## src/rtl/upf_power_seq_ctrl.sv

```systemverilog
// Power-state sequencer for one switchable domain: orders clock gating, isolation,
// retention and the power switch on the way down and back up, with a power-good timeout.
module upf_power_seq_ctrl #(
  parameter int ISO_DLY    = 2,
  parameter int RET_DLY    = 2,
  parameter int SW_DLY     = 4,
  parameter int PG_TIMEOUT = 16,
  parameter int CNT_W      = 8
) (
  input  logic       CLK,
  input  logic       RESET,
  input  logic       SLEEP_REQ,
  input  logic       PWR_GOOD,
  output logic       CLK_EN,
  output logic       ISO,
  output logic       RET,
  output logic       PWR,
  output logic       SLEEP_ACK,
  output logic       ERR,
  output logic [3:0] STATE
);

  typedef enum logic [3:0] {
    S_ON      = 4'd0,
    S_CKOFF   = 4'd1,
    S_ISO_ON  = 4'd2,
    S_SAVE    = 4'd3,
    S_PDOWN   = 4'd4,
    S_OFF     = 4'd5,
    S_PUP     = 4'd6,
    S_RESTORE = 4'd7,
    S_ISO_OFF = 4'd8,
    S_ERR     = 4'd9
  } state_t;

  state_t           state_r;
  state_t           next_s;
  logic [CNT_W-1:0] cnt_r;
  logic             timed_s;

  // Output vector {CLK_EN, ISO, RET, PWR, SLEEP_ACK, ERR} held while in each state.
  function automatic logic [5:0] state_outputs(input state_t s);
    logic [5:0] o;
    case (s)
      S_ON:      o = 6'b100100;
      S_CKOFF:   o = 6'b000100;
      S_ISO_ON:  o = 6'b010100;
      S_SAVE:    o = 6'b011100;
      S_PDOWN:   o = 6'b011000;
      S_OFF:     o = 6'b011010;
      S_PUP:     o = 6'b011110;
      S_RESTORE: o = 6'b010110;
      S_ISO_OFF: o = 6'b000110;
      S_ERR:     o = 6'b011011;
      default:   o = 6'b100100;
    endcase
    return o;
  endfunction

  // Next-state selection; request changes are only honoured in the stable ON/OFF/ERR states.
  always_comb begin
    next_s  = state_r;
    timed_s = 1'b0;
    case (state_r)
      S_ON: begin
        if (SLEEP_REQ) next_s = S_CKOFF;
        else           next_s = S_ON;
      end
      S_CKOFF: next_s = S_ISO_ON;
      S_ISO_ON: begin
        timed_s = 1'b1;
        if (cnt_r == CNT_W'(ISO_DLY - 1)) next_s = S_SAVE;
        else                              next_s = S_ISO_ON;
      end
      S_SAVE: begin
        timed_s = 1'b1;
        if (cnt_r == CNT_W'(RET_DLY - 1)) next_s = S_PDOWN;
        else                              next_s = S_SAVE;
      end
      S_PDOWN: begin
        timed_s = 1'b1;
        if (cnt_r == CNT_W'(SW_DLY - 1)) next_s = S_OFF;
        else                             next_s = S_PDOWN;
      end
      S_OFF: begin
        if (!SLEEP_REQ) next_s = S_PUP;
        else            next_s = S_OFF;
      end
      S_PUP: begin
        timed_s = 1'b1;
        // A late power-good on the final timeout cycle still wins over the error.
        if (PWR_GOOD)                              next_s = S_RESTORE;
        else if (cnt_r == CNT_W'(PG_TIMEOUT - 1)) next_s = S_ERR;
        else                                       next_s = S_PUP;
      end
      S_RESTORE: begin
        timed_s = 1'b1;
        if (cnt_r == CNT_W'(RET_DLY - 1)) next_s = S_ISO_OFF;
        else                              next_s = S_RESTORE;
      end
      S_ISO_OFF: begin
        timed_s = 1'b1;
        if (cnt_r == CNT_W'(ISO_DLY - 1)) next_s = S_ON;
        else                              next_s = S_ISO_OFF;
      end
      S_ERR: begin
        if (SLEEP_REQ) next_s = S_OFF;
        else           next_s = S_ERR;
      end
      default: next_s = S_ON;
    endcase
  end

  // State, phase counter and registered controls; outputs change on the edge entering a state.
  always_ff @(posedge CLK or negedge RESET) begin
    if (!RESET) begin
      state_r <= S_ON;
      cnt_r   <= {CNT_W{1'b0}};
      {CLK_EN, ISO, RET, PWR, SLEEP_ACK, ERR} <= 6'b100100;
    end else begin
      state_r <= next_s;
      if ((next_s != state_r) || !timed_s) cnt_r <= {CNT_W{1'b0}};
      else                                 cnt_r <= cnt_r + {{(CNT_W-1){1'b0}}, 1'b1};
      {CLK_EN, ISO, RET, PWR, SLEEP_ACK, ERR} <= state_outputs(next_s);
    end
  end

  assign STATE = state_r;

endmodule

```

## config.mk

```make
export PLATFORM = sky130hd
export DESIGN_NAME = upf_power_seq_ctrl
export DESIGN_NICKNAME = d
export VERILOG_FILES = /design/src/rtl/upf_power_seq_ctrl.sv
export SDC_FILE = /design/constraint.sdc
export NUM_CORES = 1
export LEC_CHECK = 0
export CORE_MARGIN = 2
export CORE_UTILIZATION = 57
export DETAILED_ROUTE_END_ITERATION = 10
export GPL_ROUTABILITY_DRIVEN = 0
export GPL_TIMING_DRIVEN = 0
export PLACE_DENSITY = 0.82
export SYNTH_ARGS = -nofsm -noshare
export SYNTH_HDL_FRONTEND = slang
export SYNTH_SLANG_ARGS = --single-unit
```

## constraint.sdc

```tcl
create_clock -name CLK -period 4.3 [get_ports CLK]
set_input_delay 1.29 -clock CLK [delete_from_list [all_inputs] [get_ports CLK]]
set_output_delay 1.29 -clock CLK [all_outputs]
set_load 0.02 [all_outputs]
```

# [Word level (Yosys, flattened, before mapping)]
# Memories as Yosys holds them, arrays and structs flattened. A register that Yosys moved wholly into a read port is not among the register bits.
# Cells that the tools add are included.
[totals] elab_cells=35 memories=1 output_inout_bits=10 regBits=12 ramBits=0 latchBits=0 rom_bits=96
[classes] shifts=0 bitwise=0 n_reduce_logical=5 n_lt_le_gt_ge=0 mul=0 add_sub_neg=1 n_eq_ne=13 mux=13 div=0
[memory_table] name="(name not given)" depth=16 width=6 read_ports=1 rd_ports_with_merged_regs=1 wr=0 line="44" source="case (s)"
[op_table] cell="case mux 4 bit (10 select lines)" n=1
[op_table] cell="2-to-1 mux 4 bit" n=5
[op_table] cell="== test 4 x 3 -> 1 bit, second input constant" n=4
[op_table] cell="adder 8 x 1 -> 8 bit, second input constant" n=1
[op_table] cell="== test 4 x 2 -> 1 bit, second input constant" n=2
[op_table] cell="== test 4 bit, second input constant" n=2
[op_table] cell="== test 8 x 1 -> 1 bit, second input constant" n=1
[op_table] cell="== test 8 x 2 -> 1 bit, second input constant" n=1
[op_table] cell="== test 8 x 4 -> 1 bit, second input constant" n=1
[op_table] cell="2-to-1 mux 8 bit" n=1
[op_table] cell="OR reduction 6 bit" n=1
[op_table] cell="== test 4 x 1 -> 1 bit, second input constant" n=1
[op_table] cell="zero test 4 bit" n=1
[op_table] cell="2-to-1 mux 1 bit" n=4
[op_table] cell="inequality test 4 bit" n=1
[op_table] cell="2-to-1 mux 3 bit" n=1
[op_table] cell="zero test 1 bit" n=2
[op_table] cell="2-to-1 mux 2 bit" n=1
[op_table] cell="logical OR 1 bit" n=1

# [Depth between registers and ports, before layout]
# Gate-level depths: netlist of run 1.
[logic_depth] ltp_word=7 ltp_mapped=7 mapped_depth_nobuf=7

# [Worst setup path before layout of run 1]
# Ideal clock, no wire load.
[synth_path] path_kind="input -> register" from="input SLEEP_REQ" to="register cnt_r[2]" n_path_buf=0 cell_stages=6 t_required_ps=4157 setup_slack_ps=1764 arrival_ps=2393 setup_ps=143 cell_sequence="or4b_1 -> a31oi_1 -> a211oi_2 -> o31a_2 -> o221ai_4 -> a211oi_1"
[synth_via] elab_chain_len=5
[synth_lines] element="from (decl)" line="12" source="input logic SLEEP_REQ,"
[synth_lines] element="2-to-1 mux 2 bit (tied with other cells)" line="86" source="if (!SLEEP_REQ) next_s = S_PUP;"
[synth_lines] element="case mux 4 bit (10 select lines) (*)" line="64" source="case (state_r)"
[synth_lines] element="inequality test 4 bit (*)" line="122" source="if ((next_s != state_r) || !timed_s) cnt_r <= {CNT_W{1'b0}};"
[synth_lines] element="logical OR 1 bit (*)" line="122"
[synth_lines] element="2-to-1 mux 8 bit (*)" line="122"
[synth_lines] element="to (signal assigned)" line="118" source="cnt_r <= {CNT_W{1'b0}};"
[synth_lines] element="to (signal assigned)" line="122"
[synth_lines] element="to (signal assigned)" line="123" source="else cnt_r <= cnt_r + {{(CNT_W-1){1'b0}}, 1'b1};"
[synth_lines] element="to (decl)" line="38" source="logic [CNT_W-1:0] cnt_r;"
# Every way passes the cells marked *; elsewhere a longest branch is shown, timed or not.

# [Worst setup path after layout of run 1]
[layout_path] from="input SLEEP_REQ" to="register cnt_r[4]"
# The elaborated chain is that of the path after synthesis.

==> impl_metrics.ini, run 1 <==
[outcome]
status = completed

[power_and_ir_drop]
internal_power_mw = 0.461
p_total_mw = 0.810
clock_power_share = 0.125
p_comb_frac = 0.571
power_density_nw_per_um2 = 651
p_leak_nw = 0.520
power_switching_share = 0.431
pwr-share-seq = 0.304
power.switching_mw = 0.349
vdd_drop_max_uv = 466

[global_routing]
grt_max_degree = 19
grt_pass1_wl_um = 3230
grt_usage = 0.212
grt_pass1_vias = 715
gr-total-overflow = 0
antenna_found_initial = 0

[synth]
synth_area_um2 = 1050
yosys_register_bits = 18
ys_seq_area_frac = 0.433
yosys_warnings = 0
synth_cell_types = 44
syn_area_per_cell_um2 = 10.6
synthesis.nets = 105
synth_cells = 99

[clock_tree]
root_buffer = clkbuf_4
numCtsBuffers = 3
clockBufferDepth = 2
clock-sinks = 18
cts_setup_buffers = 0
clock_latency_ps = 290
cts-hold-fix-buffers = 0
path_clk_slew_ps = 100
cts_tree = done
htreeDepth = 1
cts_resized = 0

[critical_path]
required_ps = 4470
cp-start-kind = input pin
r2r_end = cnt_r[2]$_DFF_PN0_
path_class = in -> reg
endpoint_kind = register
crit_family = compound AO/OA/AOI/OAI gates
cp_max_fo = 8
r2r_setup_slack_ps = 2170
crit_slowest_cell = clkdlybuf4s50_1
cp.arrival_ps = 3160
critPathMaxStageDelay_ps = 570
cp_num_buf_inv = 1
r2r-start = cnt_r[0]$_DFF_PN0_
r2r_cells = 7
crit_chain = clkdlybuf4s50_1 -> or4b_1 -> a31oi_1 -> a211oi_2 -> o31a_2 -> o221ai_4 -> nor2_1

[placed_design]
place_inst = 137
pre_cts_ws_ps = 1010
postPlaceCellArea_um2 = 1210
dpl.hpwl_um = 1500
port_buffers = 13

[timing]
post-route-period-util = 0.694
fmax_ghz = 0.335
finalMaxSlewViolations = 0
worst_slack_ps = 1320
finalClockSkew_ps = 1.77
setup-tns-final_ps = 0
hold_ws_ps = 501
hold_viol_final = 0
rsz0062_at_grt = false
fin_crit_ps = 2980
worst_pin_slew_ps = 754
setup_viol = 0
slew_headroom = 0.496

[worst_hold_path]
min_delay_worst_endpoint = cnt_r[0]$_DFF_PN0_
holdCritStartpoint = cnt_r[0]$_DFF_PN0_
hp-class = reg -> reg
hold_depth = 1

[drt]
ant_nets = 0
drcViolationCount = 0
firstDrtPassIters = 4
wl_per_cell_um = 14.2
drt_iter0_drc = 19
vias = 803
wl_um = 2010
via_per_inst = 5.70

[floorplan]
die_w_um = 46.8
rows = 15
initial_core_util = 0.606
io_pins = 14
dieArea_um2 = 2190
core_area_um2 = 1730
chipHeight_um = 46.8

[final_layout]
stdcell_area_um2 = 1240
layout.cells.non_filler = 141
fin_nets = 123
final_core_util = 0.720
drive_gt1_frac = 0.190
area_delta_synth_final_pct = 18.9
diodes = 0

[run]
cap_violations = 0
registers in the layout, indices dropped and copies added (netlist names):
name and count:
SLEEP_ACK 1, ISO 1, RET 1, CLK_EN 1
ERR 1, PWR 1, cnt_r 8, STATE 4
power groups by stage:
| stage | Combinational [mW] | Clock [mW] | Sequential (mW) |
|---|---|---|---|
| after detailed placement | 0.461 | 0 | 0.251 |
| final | 0.462 | 0.101 | 0.246 |
| after global routing | 0.507 | 0.113 | 0.253 |
| after CTS | 0.463 | 0.104 | 0.247 |
| after global placement | 0.445 | 0 | 0.249 |
| after floorplan | 0.295 | 0 | 0.284 |
cell usage in the layout, fill, tap and decap left out, types with 2 or more instances in the layout:
cell | synthesis | routed
xnor2_1 | 3 | 3
o21ai_1 | 3 | 3
a21o_2 | 2 | 2
clkbuf_1 | 2 | 2
ha_1 | 2 | 2
xor2_1 | 4 | 4
a31oi_1 | 3 | 3
a21oi_1 | 3 | 3
clkdlybuf4s50_1 | 0 | 13
dfstp_2 | 2 | 2
nand3b_1 | 2 | 2
clkbuf_4 | 0 | 3
mux2i_1 | 2 | 2
inv_1 | 2 | 2
nand2_1 | 4 | 4
nor3b_1 | 2 | 2
dfrtp_1 | 16 | 16
nor2_1 | 14 | 14
nand2b_1 | 2 | 2
nand3_1 | 5 | 5
metal layers:
metal  part of all wire  GRT usage
met1               0.44      0.280
met2               0.51      0.342
met5                  0          0
met3              0.050     0.0654
met4             0.0060     0.0500
worst reg2reg max path, stage by stage (launching register included):
cell      delay [ps]
dfrtp_1          420
ha_1             250
and3_1           250
a21o_2           230
a211oi_2         290
o31a_2           230
o221ai_4         160
a211oi_1         210
cells in the mapped netlist (all sizes together):
| cell | n | area share |
|---|---|---|
| a211oi | 2 | 0.019 |
| a21o | 3 | 0.024 |
| a21oi | 3 | 0.014 |
| a31oi | 3 | 0.018 |
| and3 | 1 | 0.0060 |
| and3b | 1 | 0.0096 |
| and4 | 1 | 0.0096 |
| buf | 2 | 0.016 |
| clkbuf | 2 | 0.0072 |
| dfrtp | 16 | 0.38 |
| dfstp | 2 | 0.050 |
| ha | 2 | 0.024 |
| inv | 2 | 0.0072 |
| mux2i | 2 | 0.019 |
| nand2 | 4 | 0.014 |
| nand2b | 2 | 0.012 |
| nand3 | 6 | 0.041 |
| nand3b | 2 | 0.014 |
| nand4b | 1 | 0.0084 |
| nor2 | 14 | 0.050 |
| nor2b | 2 | 0.019 |
| nor3 | 1 | 0.0048 |
| nor3b | 2 | 0.014 |
| nor4 | 2 | 0.032 |
| o21ai | 5 | 0.028 |
| o21bai | 1 | 0.0072 |
| o221ai | 3 | 0.048 |
| o31a | 1 | 0.0096 |
| o32ai | 1 | 0.0084 |
| or2 | 1 | 0.0084 |
| or3 | 1 | 0.0060 |
| or4b | 1 | 0.0096 |
| xnor2 | 3 | 0.025 |
| xor2 | 4 | 0.033 |
layout make-up:
type	count	area, um2
fillers	127	483
clock buffers	4	36.3
repair buffers	13	130
flip-flops and latches	18	453
multi-input cells	75	562
plain buffers	4	23.8
inverters	2	7.51
well taps	25	31.3
cells by family after synthesis:
kind of cell | after synthesis | synth area share
and+or+nand+nor | 42 | 0.260
AOI/OAI and AO/OA | 22 | 0.176
DFF | 18 | 0.433
xor gates and xnor gates | 7 | 0.0586
buffers and inverters | 6 | 0.0299
muxes | 2 | 0.0191
adders and majority gates | 2 | 0.0239
worst max path at each step:
stage          cells after the start            endpoint       from
6_report                           7  cnt_r[4]$_DFF_PN0_  SLEEP_REQ
5_1_grt                            7  cnt_r[2]$_DFF_PN0_  SLEEP_REQ
4_1_cts                            7  cnt_r[3]$_DFF_PN0_  SLEEP_REQ
3_5_place_dp                       7  cnt_r[3]$_DFF_PN0_  SLEEP_REQ
3_3_place_gp                       7  cnt_r[2]$_DFF_PN0_  SLEEP_REQ
2_1_floorplan                      6  cnt_r[2]$_DFF_PN0_  SLEEP_REQ
Note: power is estimated with default switching activity, not from simulation.
==> run 2, diff against run 1 <==
Settings changed: CORE_UTILIZATION 57 to 53, PLACE_DENSITY 0.82 to 0.77.
Clock period 4.3 ns to 2.75 ns, I/O delays scaled along.
==> run 2 against run 1 <==
Effect of this change:
- design area rose by 0.20%
- core utilization fell by 6.5 points
- non-clock buffer count did not move
- via count rose by 0.50%
- critical path type unchanged
- setup slack got worse by 1100 ps
- clock skew rose by 2.3 ps
- worst hold slack improved by 13 ps
- cell count rose by 1.4%
- sequential power rose by 57%
- first-iteration DRC count rose by 21%
- clock power rose by 66%
==> impl_metrics.ini, run 2 (same netlist as run 1, synthesis figures left out) <==
[outcome]
status = completed

[drt]
wl_per_cell_um = 14.2
drt_iter0_drc = 23
via_per_inst = 5.64
ant_nets = 0
wl_um = 2030
firstDrtPassIters = 4
drcViolationCount = 0
vias = 807

[final_layout]
regArea_um2 = 453
final_cell_mix = 16 x dfrtp_1, 14 x nor2_1, 13 x clkdlybuf4s50_1
regMostFlops = cnt_r
mostFrequentLayoutCell = dfrtp_1
final_core_util = 0.655
fin_nets = 123
stdcell_area_um2 = 1250
layout.cells.non_filler = 143
multiInputGateArea_um2 = 562
area_delta_synth_final_pct = 19.1
nFillCells = 161
drive_gt1_frac = 0.190
largest_reg_flops = 8
diodes = 0

[global_routing]
grt_pass1_vias = 809
grt_usage = 0.199
grt_pass1_wl_um = 3670
grt_max_degree = 19
antenna_found_initial = 0
gr-total-overflow = 0

[timing]
fmax_ghz = 0.398
fin_crit_ps = 2510
hold_viol_final = 0
rsz0062_at_grt = false
setup_viol = 0
setup-tns-final_ps = 0
finalClockSkew_ps = 4.09
worst_slack_ps = 235
worst_pin_slew_ps = 789
hold_ws_ps = 514
post-route-period-util = 0.914
finalMaxSlewViolations = 0
slew_headroom = 0.472

[clock_tree]
cts_resized = 0
clock_latency_ps = 300
numCtsBuffers = 3
clock-sinks = 18
cts_setup_buffers = 0
root_buffer = clkbuf_4
path_clk_slew_ps = 110
htreeDepth = 1
cts-hold-fix-buffers = 0
clockBufferDepth = 2
cts_tree = done

[critical_path]
required_ps = 2940
cp.arrival_ps = 2700
crit_slowest_cell = clkdlybuf4s50_1
path_class = in -> reg
critPathMaxStageDelay_ps = 570
endpoint_kind = register
cp_max_fo = 8
cp-start-kind = input pin
crit_chain = clkdlybuf4s50_1 -> or4b_1 -> a31oi_1 -> a211oi_2 -> o31a_2 -> o221ai_4 -> nor2_1

[power_and_ir_drop]
vdd_drop_max_uv = 652
p_leak_nw = 0.520
power_density_nw_per_um2 = 1020
p_total_mw = 1.27

[placed_design]
dpl.hpwl_um = 1480
place_inst = 139
postPlaceCellArea_um2 = 1210
port_buffers = 13
pre_cts_ws_ps = -80.3

[floorplan]
chipHeight_um = 48.4
initial_core_util = 0.550
die_w_um = 48.4
rows = 16
core_area_um2 = 1900
dieArea_um2 = 2340
io_pins = 14

[worst_hold_path]
hp-class = reg -> reg

[run]
cap_violations = 0
-- run 2: critical path, delay by kind of cell --
| family | cells | cell delay (ps) |
|---|---|---|
| AOI/OAI and AO/OA | 4 | 750 |
| and+or+nand+nor | 2 | 550 |
| buffers and inverters | 1 | 570 |
-- run 2: report_power, final --
part	switching, mW	internal (mW)	total, mW
combinational	0.418	0.301	0.719
sequential	0.0459	0.339	0.385
clock	0.0867	0.0808	0.168
total	0.551	0.721	1.27
-- run 2: layer usage --
metal | vias up | part of all wire | track usage
met5 | - | 0 | 0
met4 | 0 | 0.013 | 0.0714
met3 | 2 | 0.028 | 0.0340
met2 | 17 | 0.50 | 0.324
met1 | 398 | 0.46 | 0.270
li1 | 390 | - | -
-- run 2: layout make-up --
class	instances	share of cell area
plain buffers	4	0.0191
clock buffers	4	0.0291
inverters	2	0.00602
multi-input cells	75	0.451
flip-flops and latches	18	0.363
well taps	27	0.0271
repair buffers	13	0.104
-- run 2: final timing paths --
path,endpoint,startpoint,cells past startpoint,slack (ps)
hold / removal,cnt_r[0]$_DFF_PN0_,cnt_r[0]$_DFF_PN0_,1,510
max in group asynchronous,RET$_DFF_PN0_,RESET,1,1290
setup reg to reg,cnt_r[2]$_DFF_PN0_,cnt_r[0]$_DFF_PN0_,7,670
hold reg to reg,cnt_r[0]$_DFF_PN0_,cnt_r[0]$_DFF_PN0_,1,510
setup / recovery,cnt_r[5]$_DFF_PN0_,SLEEP_REQ,7,240
min in group asynchronous,cnt_r[2]$_DFF_PN0_,RESET,1,970
